--- config.mk ---
export PLATFORM = sky130hd
export DESIGN_NAME = ysyx_25040129_wbu
export DESIGN_NICKNAME = d
export VERILOG_FILES = /design/src/rtl/ysyx_25040129_wbu_pkg.sv /design/src/rtl/ysyx_25040129_wbu_csr_file.sv /design/src/rtl/ysyx_25040129_wbu.sv
export SDC_FILE = /design/constraint.sdc
export NUM_CORES = 1
export LEC_CHECK = 0
export ABC_AREA = 1
export ABC_CLOCK_PERIOD_IN_PS = 1900
export BUFFER_PORTS_ARGS = -buffer_cell sky130_fd_sc_hd__clkbuf_2
export CAP_MARGIN = 40
export CELL_PAD_IN_SITES_DETAIL_PLACEMENT = 0
export CELL_PAD_IN_SITES_GLOBAL_PLACEMENT = 2
export CORE_ASPECT_RATIO = 2
export CORE_MARGIN = 4
export CORE_UTILIZATION = 28
export DETAILED_ROUTE_END_ITERATION = 8
export GPL_TIMING_DRIVEN = 0
export PLACE_DENSITY_LB_ADDON = 0.1
export SYNTH_ARGS = -nofsm -noshare
export SYNTH_HDL_FRONTEND = slang
export SYNTH_SLANG_ARGS = --single-unit
--- constraint.sdc ---
create_clock -name clk -period 1.9 [get_ports clk]
set_input_delay 0.38 -clock clk [delete_from_list [all_inputs] [get_ports clk]]
set_output_delay 0.38 -clock clk [all_outputs]
set_load 0.05 [all_outputs]
--- src/rtl/ysyx_25040129_wbu_pkg.sv ---
// Shared definitions for the write-back stage: widths, CSR map, mstatus fields,
// FSM encodings and the CSR update request passed to the CSR file.
package ysyx_25040129_wbu_pkg;

  localparam int unsigned XLEN     = 32;
  localparam int unsigned REGS_DIG = 5;
  localparam int unsigned CSR_DIG  = 3;

  localparam logic [CSR_DIG-1:0] CSR_MSTATUS   = CSR_DIG'(0);
  localparam logic [CSR_DIG-1:0] CSR_MTVEC     = CSR_DIG'(1);
  localparam logic [CSR_DIG-1:0] CSR_MEPC      = CSR_DIG'(2);
  localparam logic [CSR_DIG-1:0] CSR_MCAUSE    = CSR_DIG'(3);
  localparam logic [CSR_DIG-1:0] CSR_MVENDORID = CSR_DIG'(4);
  localparam logic [CSR_DIG-1:0] CSR_MARCHID   = CSR_DIG'(5);

  localparam logic [XLEN-1:0] MSTATUS_RESET  = 32'h0000_1800;
  localparam logic [XLEN-1:0] MVENDORID_VAL  = 32'h7973_7978;
  localparam logic [XLEN-1:0] MARCHID_VAL    = 32'h017E_1501;
  localparam logic [XLEN-1:0] MCAUSE_ECALL_M = 32'd11;

  localparam int unsigned MSTATUS_MIE    = 3;
  localparam int unsigned MSTATUS_MPIE   = 7;
  localparam int unsigned MSTATUS_MPP_LO = 11;
  localparam int unsigned MSTATUS_MPP_HI = 12;

  localparam int unsigned STATE_W = 2;
  localparam logic [STATE_W-1:0] ST_IDLE     = 2'd0;
  localparam logic [STATE_W-1:0] ST_REDIRECT = 2'd1;
  localparam logic [STATE_W-1:0] ST_HALTED   = 2'd2;

  // One cycle's worth of CSR side effects, already qualified by accept and priority.
  typedef struct packed {
    logic               wen;
    logic [CSR_DIG-1:0] addr;
    logic [XLEN-1:0]    wdata;
    logic               ecall;
    logic               mret;
    logic [XLEN-1:0]    pc;
  } csr_req_t;

  function automatic logic [XLEN-1:0] mstatus_on_trap(input logic [XLEN-1:0] ms);
    logic [XLEN-1:0] r;
    r = ms;
    r[MSTATUS_MPIE] = ms[MSTATUS_MIE];
    r[MSTATUS_MIE]  = 1'b0;
    r[MSTATUS_MPP_HI:MSTATUS_MPP_LO] = 2'b11;
    return r;
  endfunction

  function automatic logic [XLEN-1:0] mstatus_on_mret(input logic [XLEN-1:0] ms);
    logic [XLEN-1:0] r;
    r = ms;
    r[MSTATUS_MIE]  = ms[MSTATUS_MPIE];
    r[MSTATUS_MPIE] = 1'b1;
    return r;
  endfunction

endpackage

--- src/rtl/ysyx_25040129_wbu_csr_file.sv ---
// Machine-mode CSR file: writable trap CSRs, read-only ID registers,
// trap entry/exit side effects and a combinational read port.
module ysyx_25040129_csr_file
  import ysyx_25040129_wbu_pkg::*;
(
  input  logic               clk,
  input  logic               rst,
  input  csr_req_t           req,
  input  logic [CSR_DIG-1:0] raddr,
  output logic [XLEN-1:0]    rdata,
  output logic [XLEN-1:0]    mtvec,
  output logic [XLEN-1:0]    mepc
);

  logic [XLEN-1:0] mstatus_q;
  logic [XLEN-1:0] mtvec_q;
  logic [XLEN-1:0] mepc_q;
  logic [XLEN-1:0] mcause_q;

  // Trap entry outranks mret, which outranks an explicit CSR write.
  always_ff @(posedge clk) begin
    if (!rst) begin
      mstatus_q <= MSTATUS_RESET;
      mtvec_q   <= '0;
      mepc_q    <= '0;
      mcause_q  <= '0;
    end else if (req.ecall) begin
      mstatus_q <= mstatus_on_trap(mstatus_q);
      mepc_q    <= req.pc;
      mcause_q  <= MCAUSE_ECALL_M;
    end else if (req.mret) begin
      mstatus_q <= mstatus_on_mret(mstatus_q);
    end else if (req.wen) begin
      case (req.addr)
        CSR_MSTATUS: mstatus_q <= req.wdata;
        CSR_MTVEC:   mtvec_q   <= req.wdata;
        CSR_MEPC:    mepc_q    <= req.wdata;
        CSR_MCAUSE:  mcause_q  <= req.wdata;
        default:     ;
      endcase
    end
  end

  always_comb begin
    rdata = '0;
    case (raddr)
      CSR_MSTATUS:   rdata = mstatus_q;
      CSR_MTVEC:     rdata = mtvec_q;
      CSR_MEPC:      rdata = mepc_q;
      CSR_MCAUSE:    rdata = mcause_q;
      CSR_MVENDORID: rdata = MVENDORID_VAL;
      CSR_MARCHID:   rdata = MARCHID_VAL;
      default:       rdata = '0;
    endcase
  end

  assign mtvec = mtvec_q;
  assign mepc  = mepc_q;

endmodule

--- src/rtl/ysyx_25040129_wbu.sv ---
// Write-back/commit stage: GPR write port, CSR updates, IFU redirects,
// fence.i flush pulse and the sticky ebreak halt.
module ysyx_25040129_wbu
  import ysyx_25040129_wbu_pkg::*;
(
  input  logic                clk,
  input  logic                rst,
  input  logic                is_req_valid_from_lsu,
  output logic                is_req_ready_to_lsu,
  input  logic [XLEN-1:0]     pc_in_wbu,
  input  logic [XLEN-1:0]     result_in_wbu,
  input  logic                reg_write_in_wbu,
  input  logic [REGS_DIG-1:0] rd_in_wbu,
  input  logic                csr_write_in_wbu,
  input  logic [CSR_DIG-1:0]  csr_addr_in_wbu,
  input  logic [XLEN-1:0]     csr_wdata_in_wbu,
  input  logic                is_branch_in_wbu,
  input  logic [XLEN-1:0]     branch_target_in_wbu,
  input  logic                ecall_in_wbu,
  input  logic                mret_in_wbu,
  input  logic                ebreak_in_wbu,
  input  logic                fence_i_in_wbu,
  output logic                rf_wen,
  output logic [REGS_DIG-1:0] rf_waddr,
  output logic [XLEN-1:0]     rf_wdata,
  input  logic [CSR_DIG-1:0]  csr_raddr,
  output logic [XLEN-1:0]     csr_rdata,
  output logic                redirect_valid,
  output logic [XLEN-1:0]     redirect_pc,
  input  logic                redirect_ready,
  output logic                icache_flush,
  output logic                inst_commit,
  output logic                halt
);

  logic [STATE_W-1:0] state_q, state_d;
  logic               accept;
  logic               take_ecall, take_mret, take_branch, take_fence;
  logic               redirect_d, flush_d, commit_d, halt_d;
  logic [XLEN-1:0]    redirect_pc_d;
  logic [XLEN-1:0]    mtvec, mepc;
  csr_req_t           csr_req;

  assign is_req_ready_to_lsu = (state_q == ST_IDLE);
  assign accept              = is_req_valid_from_lsu && is_req_ready_to_lsu;

  // Only the highest-priority control class acts.
  assign take_ecall  = ecall_in_wbu;
  assign take_mret   = !ecall_in_wbu && mret_in_wbu;
  assign take_branch = !ecall_in_wbu && !mret_in_wbu && is_branch_in_wbu;
  assign take_fence  = !ecall_in_wbu && !mret_in_wbu && !is_branch_in_wbu && fence_i_in_wbu;

  assign rf_wen   = accept && reg_write_in_wbu && (rd_in_wbu != '0);
  assign rf_waddr = rd_in_wbu;
  assign rf_wdata = result_in_wbu;

  assign csr_req.wen   = accept && csr_write_in_wbu && !ecall_in_wbu && !mret_in_wbu;
  assign csr_req.addr  = csr_addr_in_wbu;
  assign csr_req.wdata = csr_wdata_in_wbu;
  assign csr_req.ecall = accept && take_ecall;
  assign csr_req.mret  = accept && take_mret;
  assign csr_req.pc    = pc_in_wbu;

  ysyx_25040129_csr_file u_csr_file (
    .clk   (clk),
    .rst   (rst),
    .req   (csr_req),
    .raddr (csr_raddr),
    .rdata (csr_rdata),
    .mtvec (mtvec),
    .mepc  (mepc)
  );

  // Next state and next values of the registered outputs.
  always_comb begin
    state_d       = state_q;
    redirect_d    = 1'b0;
    redirect_pc_d = redirect_pc;
    flush_d       = 1'b0;
    commit_d      = 1'b0;
    halt_d        = halt;
    case (state_q)
      ST_IDLE: begin
        if (accept) begin
          commit_d = 1'b1;
          flush_d  = take_fence;
          if (ebreak_in_wbu) begin
            state_d = ST_HALTED;
            halt_d  = 1'b1;
          end else if (take_ecall || take_mret || take_branch || take_fence) begin
            state_d    = ST_REDIRECT;
            redirect_d = 1'b1;
            if (take_ecall)       redirect_pc_d = mtvec;
            else if (take_mret)   redirect_pc_d = mepc;
            else if (take_branch) redirect_pc_d = branch_target_in_wbu;
            else                  redirect_pc_d = pc_in_wbu + 32'd4;
          end
        end
      end
      ST_REDIRECT: begin
        if (redirect_ready) state_d = ST_IDLE;
        else                redirect_d = 1'b1;
      end
      ST_HALTED: halt_d = 1'b1;
      default:   state_d = ST_IDLE;
    endcase
  end

  always_ff @(posedge clk) begin
    if (!rst) begin
      state_q        <= ST_IDLE;
      redirect_valid <= 1'b0;
      redirect_pc    <= '0;
      icache_flush   <= 1'b0;
      inst_commit    <= 1'b0;
      halt           <= 1'b0;
    end else begin
      state_q        <= state_d;
      redirect_valid <= redirect_d;
      redirect_pc    <= redirect_pc_d;
      icache_flush   <= flush_d;
      inst_commit    <= commit_d;
      halt           <= halt_d;
    end
  end

endmodule

# ---- Word level (Yosys, flattened, before mapping)
# Cells that the tools add are included.
dict set report op_classes {
  add_sub_neg 1
  bitwise 5
  n_reduce_logical 45
  eq_ne 15
  n_mux 30
}
# cell n
set op_table {}
lappend op_table {{$mux W32} 7}
lappend op_table {{$pmux W32 S6} 1}
lappend op_table {{$add A32 B3 Y32 const B} 1}
lappend op_table {{$mux W8} 4}
lappend op_table {{$reduce_and A3 Y1} 6}
lappend op_table {{$mux W4} 4}
lappend op_table {{$reduce_and A4 Y1} 4}
lappend op_table {{$logic_and A1 B1 Y1} 13}
lappend op_table {{$eq A3 B2 Y1 const B} 4}
lappend op_table {{$reduce_bool A2 Y1} 6}
lappend op_table {{$mux W2} 4}
lappend op_table {{$mux W1} 7}
lappend op_table {{$eq A3 B1 Y1 const B} 2}
lappend op_table {{$eq A3 B3 Y1 const B} 2}
lappend op_table {{$logic_not A3 Y1} 2}
lappend op_table {{$ne A2 B1 Y1 const B} 3}
lappend op_table {{$pmux W2 S3} 1}
lappend op_table {{$reduce_and A2 Y1} 3}
lappend op_table {{$reduce_bool A3 Y1} 2}
lappend op_table {{$not A1 Y1} 5}
lappend op_table {{$reduce_bool A5 Y1} 1}
lappend op_table {{$pmux W1 S2} 2}
lappend op_table {{$logic_not A1 Y1} 3}
lappend op_table {{$logic_or A1 B1 Y1} 3}
lappend op_table {{other kinds (6)} 6}
dict set report word_totals {
  in_bits 150
  reg_bits 166
  word_cells 110
  output_inout_bits 107
}

# ---- Logic depth before layout (Yosys ltp)
dict set report logic_depth {
  ltp_word 9
  mapped_depth 11
  mapped_depth_nobuf 10
}

# ---- Modules after synthesis
# From an unflattened synthesis, not the netlist that was laid out.
dict set report hier_totals {
  hier_cells 1490
  area_unflattened_um2 9456.6
}
# mod cells_each area_each_um2 seq_area_each_um2 n_inst
set modules_own_cells {}
lappend modules_own_cells {ysyx_25040129_csr_file 921 6043.3 2562.5 1}
lappend modules_own_cells {ysyx_25040129_wbu 569 3413.3 760.7 1}

# ---- Least setup slack after synthesis
# No wires, ideal clock.
dict set report synth_path {
  kind {reg2out}
  startpoint {reg state_q[1]}
  endpoint {out rf_wen}
  path_stages_with_launch 6
  n_path_buf 0
  arrival_time_ns 1.929
  t_required_ns 1.520
  path_slack_ns -0.409
  path_cell_list {dfxtp_1 -> nor2_2 -> nand2_4 -> inv_1 -> nand2_1 -> a21oi_1}
}
dict set report synth_via {
  elab_chain_len 4
}
# element line
set synth_rtl {}
lappend synth_rtl {{start: declaration} ysyx_25040129_wbu.sv:36} ;# logic [STATE_W-1:0] state_q, state_d;
lappend synth_rtl {{start signal: assignment} ysyx_25040129_wbu.sv:118} ;# state_q <= state_d;
lappend synth_rtl {{$logic_not A2 Y1} ysyx_25040129_wbu.sv:44} ;# assign is_req_ready_to_lsu = (state_q == ST_IDLE);
lappend synth_rtl {{via is_req_ready_to_lsu} ysyx_25040129_wbu.sv:9} ;# output logic is_req_ready_to_lsu,
lappend synth_rtl {{$logic_and A1 B1 Y1} ysyx_25040129_wbu.sv:45} ;# assign accept = is_req_valid_from_lsu && is_req_ready_to_lsu;
lappend synth_rtl {{$logic_and A1 B1 Y1 (2 in a row)} ysyx_25040129_wbu.sv:53} ;# assign rf_wen = accept && reg_write_in_wbu && (rd_in_wbu != '0);
lappend synth_rtl {{end: declaration} ysyx_25040129_wbu.sv:23} ;# output logic rf_wen,
# The timed path passes the listed nets, and every way through them passes these cells.

# ---- Final worst setup path
dict set report layout_path {
  startpoint {in csr_raddr[2]}
  endpoint {out csr_rdata[30]}
}
dict set report layout_via {
  elab_chain_len 2
  elab_cells_between_ends 7
}
# element line
set layout_rtl {}
lappend layout_rtl {{start: declaration} ysyx_25040129_wbu.sv:26} ;# input logic [CSR_DIG-1:0] csr_raddr,
lappend layout_rtl {{$eq A3 B3 Y1, or another cell as far along} ysyx_25040129_wbu_csr_file.sv:46} ;# case (raddr)
lappend layout_rtl {{$pmux W32 S6 *} ysyx_25040129_wbu_csr_file.sv:46}
lappend layout_rtl {{end: declaration} ysyx_25040129_wbu.sv:27} ;# output logic [XLEN-1:0] csr_rdata,
# Mark *: on every way between the ends. The rest lies on a longest branch, timed or not.

==> metrics.md <==
| Metric | Value |
|---|---|
| Run status | `finished with violations` |
| Failing checks | `setup timing` |
| Most frequent CP cell | `nor2_4` |
| Worst Path Arrival | `roughly 1.6 ns` |
| Core Region | `30970 sq um` |
| Drt wl/cell | `between 20 and 25 um` |
| Routability congestion estimate | `around 0.93` |
| Post-synth ARST share | `0%` |
| Final core occ | `39.92%` |
| # clock sinks | `166` |
| TritonCTS buffer count | `17` |
| Fin. max-slew vios | `0` |
| Critical path capture point type | `output port` |
| TritonCTS clock tree | `built` |
| Die width | `approximately 130 um` |
| 1st-pass router iterations | `6` |
| Cells after Synth | `between 1000 and 1500` |
| Via count | `9990` |
| Critical path launch point type | `input pin` |
| Die footprint | `about 35000 sq um` |
| Antenna diodes | `0` |
| Slew HR | `44.79%` |
| Vias in the first global route | `about 10000` |
| Synth unique cells | `44` |
| Initial antenna violation count | `0` |
| Mapped Area | `between 8000 and 9000 sq um` |
| Mean Syn Cell Area | `6.867 sq um` |
| Synth area leaders | `dfxtp_1, nand2_1, o21ai_0, a21oi_1, inv_1` |
| Skew final | `0.008113 ns` |
| Final setup violating endpoints | `12` |
| Non-Filler Cell Area, Final | `12360 sq um` |
| Commonest non-fill, non-tap cell in the layout | `nand2_1` |
| Syn Nets | `~1400` |
| Leak pwr | `5.341 nW` |
| Top_reg_cell synth | `dfxtp_1` |
| Slew @ Worst Pin | `0.8282 ns` |
| Crit-path slowest cell | `clkbuf_8` |
| Pwr dens | `776.2 nW/um^2` |
| Hold Vio Cnt, Final | `0` |
| #FFs+latches synth | `166` |
| Max cap viols | `0` |
| Clock Tree Root | `clkbuf_16` |
| Clk_lat worst skew | `around 0.46 ns` |
| Commonest cells after routing, fill and taps aside | `nand2_1, clkbuf_2, dfxtp_1` |
| Register area share after synthesis | `a little under two fifths` |
| # nets final | `1700` |
| Final ANT Viol Nets | `0` |
| Buffers on Ports | `223` |
| Post-synth EDFFs | `0` |
| Congestion Overflow GR | `0` |
| H-tree Lvls | `4` |
| GRT Util Overall | `26.67%` |
| Routed vias/inst | `5.045` |
| Setup CP Type | `input pin to output port` |
| Clock Path Buffers | `2` |
| CP cell instances | `clkbuf_16, inv_8, nor2_4, clkinvlp_4, nor2_4, buf_12, a221oi_2, o211ai_1, clkbuf_8` |
| Pin count of the biggest net entering global routing | `17` |
| First-pass GRT wire length | `67.09 mm` |
| Post-Place Cell Area | `10590 sq um` |
| Synth area leader | `dfxtp_1` |
| Syn-to-layout area delta | `40.08%` |
| Yosys top cell area share | `37.66%` |
| Post-DP HPWL | `37.49 mm` |
| R2r setup slk | `0.08 ns` |
| Die Ht | `259.1 um` |
| Final min period | `1.996 ns` |
| Reg clk slew, reported paths | `0.07 ns` |
| Routed wire length | `46.94 mm` |
| Peak VDD IR | `0.6791 mV` |
| Top Ports | `257` |
| Starting DRT DRC Count | `544` |
| Residual DRC | `0` |
| Period utilization | `105.1%` |
| Fmax achieved | `501.0 MHz` |
| Share of layout cells above drive strength 1 | `between 20 and 30%` |
| WP data required | `1.52 ns` |
| Total power | `9.595 mW` |
| Setup ws final | `-0.09615 ns` |
| Hold WC Path Type | `input pin to flip-flop` |
| Yosys warns | `0` |
| Worst stage delay on the critical path | `0.26 ns` |
| RSZ-0062 raised after global routing | `true` |
| Critical Path Fanout Max | `5` |
| Initial core utilization | `28.49%` |
| Std-Cell Rows | `91` |
[what timing repair did]
action,CTS,global route
pin swaps,16,21
resized for setup,169,93
setup endpoints to repair,108,102
cloned,1,1
buffers inserted,15,4
hold buffers,0,0
[registers in the layout, indices dropped and copies added (netlist names)]
| name | count |
|---|---|
| halt | 1 |
| u_csr_file.mepc | 32 |
| icache_flush | 1 |
| u_csr_file.mtvec | 32 |
| u_csr_file.mcause_q | 32 |
| redirect_valid | 1 |
| u_csr_file.mstatus_q | 32 |
| state_q | 2 |
| inst_commit | 1 |
| redirect_pc | 32 |
[path summary, 6_finish.rpt]
check                                                          from  depth (start not counted)                             endpoint
worst max-delay path                                   csr_raddr[2]                          9                        csr_rdata[30]
worst min-delay path                        branch_target_in_wbu[2]                          3          redirect_pc[2]$_SDFFE_PN0P_
worst min register to register  u_csr_file.mcause_q[1]$_SDFFE_PN0P_                          2  u_csr_file.mcause_q[1]$_SDFFE_PN0P_
worst max register to register              state_q[1]$_SDFFE_PN0P_                          9      u_csr_file.mepc[9]$_SDFFE_PN0P_
[cell type report]
cell class	instances	area, sq um
clock inverters	13	171.4
multi-input cells	870	4812
fillers	3401	18610
repair buffers	246	1718
clock buffers	19	452.9
inverters	135	539.3
plain buffers	113	819.5
well taps	418	523.0
flip-flops and latches	166	3326
[synthesized netlist by cell type, types with 12 or more instances]
master     number
o211ai_1       12
o2111ai_1      16
nand2_1       256
o22ai_1        26
a31oi_1        19
buf_2          17
nand3_1        48
clkbuf_1       46
buf_4          42
nor2_1        107
dfxtp_1       166
a211oi_1       31
o21ai_0       153
a21oi_1       136
inv_1         127
[kinds of logic (layout without fill, tap and decap cells)]
family / Yosys count / after routing / synth area share, %
and+or+nand+nor: 439 / 439 / 20.81
AOI/OAI and AO/OA: 428 / 428 / 28.03
buffers and inverters: 249 / 526 / 13.16
DFF: 166 / 166 / 37.66
xor gates and xnor gates: 2 / 2 / 0.1985
adders and majority gates: 1 / 1 / 0.1418
[per-stage QoR]
stage               cells  worst slack [ns]  hold slack, ns  TNS [ns]
finish               1980          -0.09615          0.1718   -0.4284
global route         1980           -0.1419          0.1854    -1.127
CTS                  1977           -0.1418          0.1508    -1.433
detailed placement   1930           -0.9673          0.4501    -66.96
global placement     1926            -1.003          0.4458    -67.18
floorplan            1285           -0.1758          0.4297    -1.758
[per-layer routing]
metal / track usage [%] / wire length (um) / vias to the layer above
met5: 0 / 0 / -
met4: 12.99 / 2674 / 0
met3: 3.239 / 1933 / 101
met2: 50.96 / 25300 / 373
met1: 28.49 / 17030 / 4677
li1: - / - / 4839
[worst max-delay path: cells and delay by family]
family | cells | cell delay [ns]
buffers and inverters | 5 | 0.72
AOI/OAI and AO/OA | 2 | 0.22
and+or+nand+nor | 2 | 0.29
[power by group]
group / internal (mW) / switching (mW)
combinational: 0.641 / 1.44
sequential: 3.61 / 0.0767
clock: 2.16 / 1.67
total: 6.41 / 3.19
(Power assumes the default switching activity.)
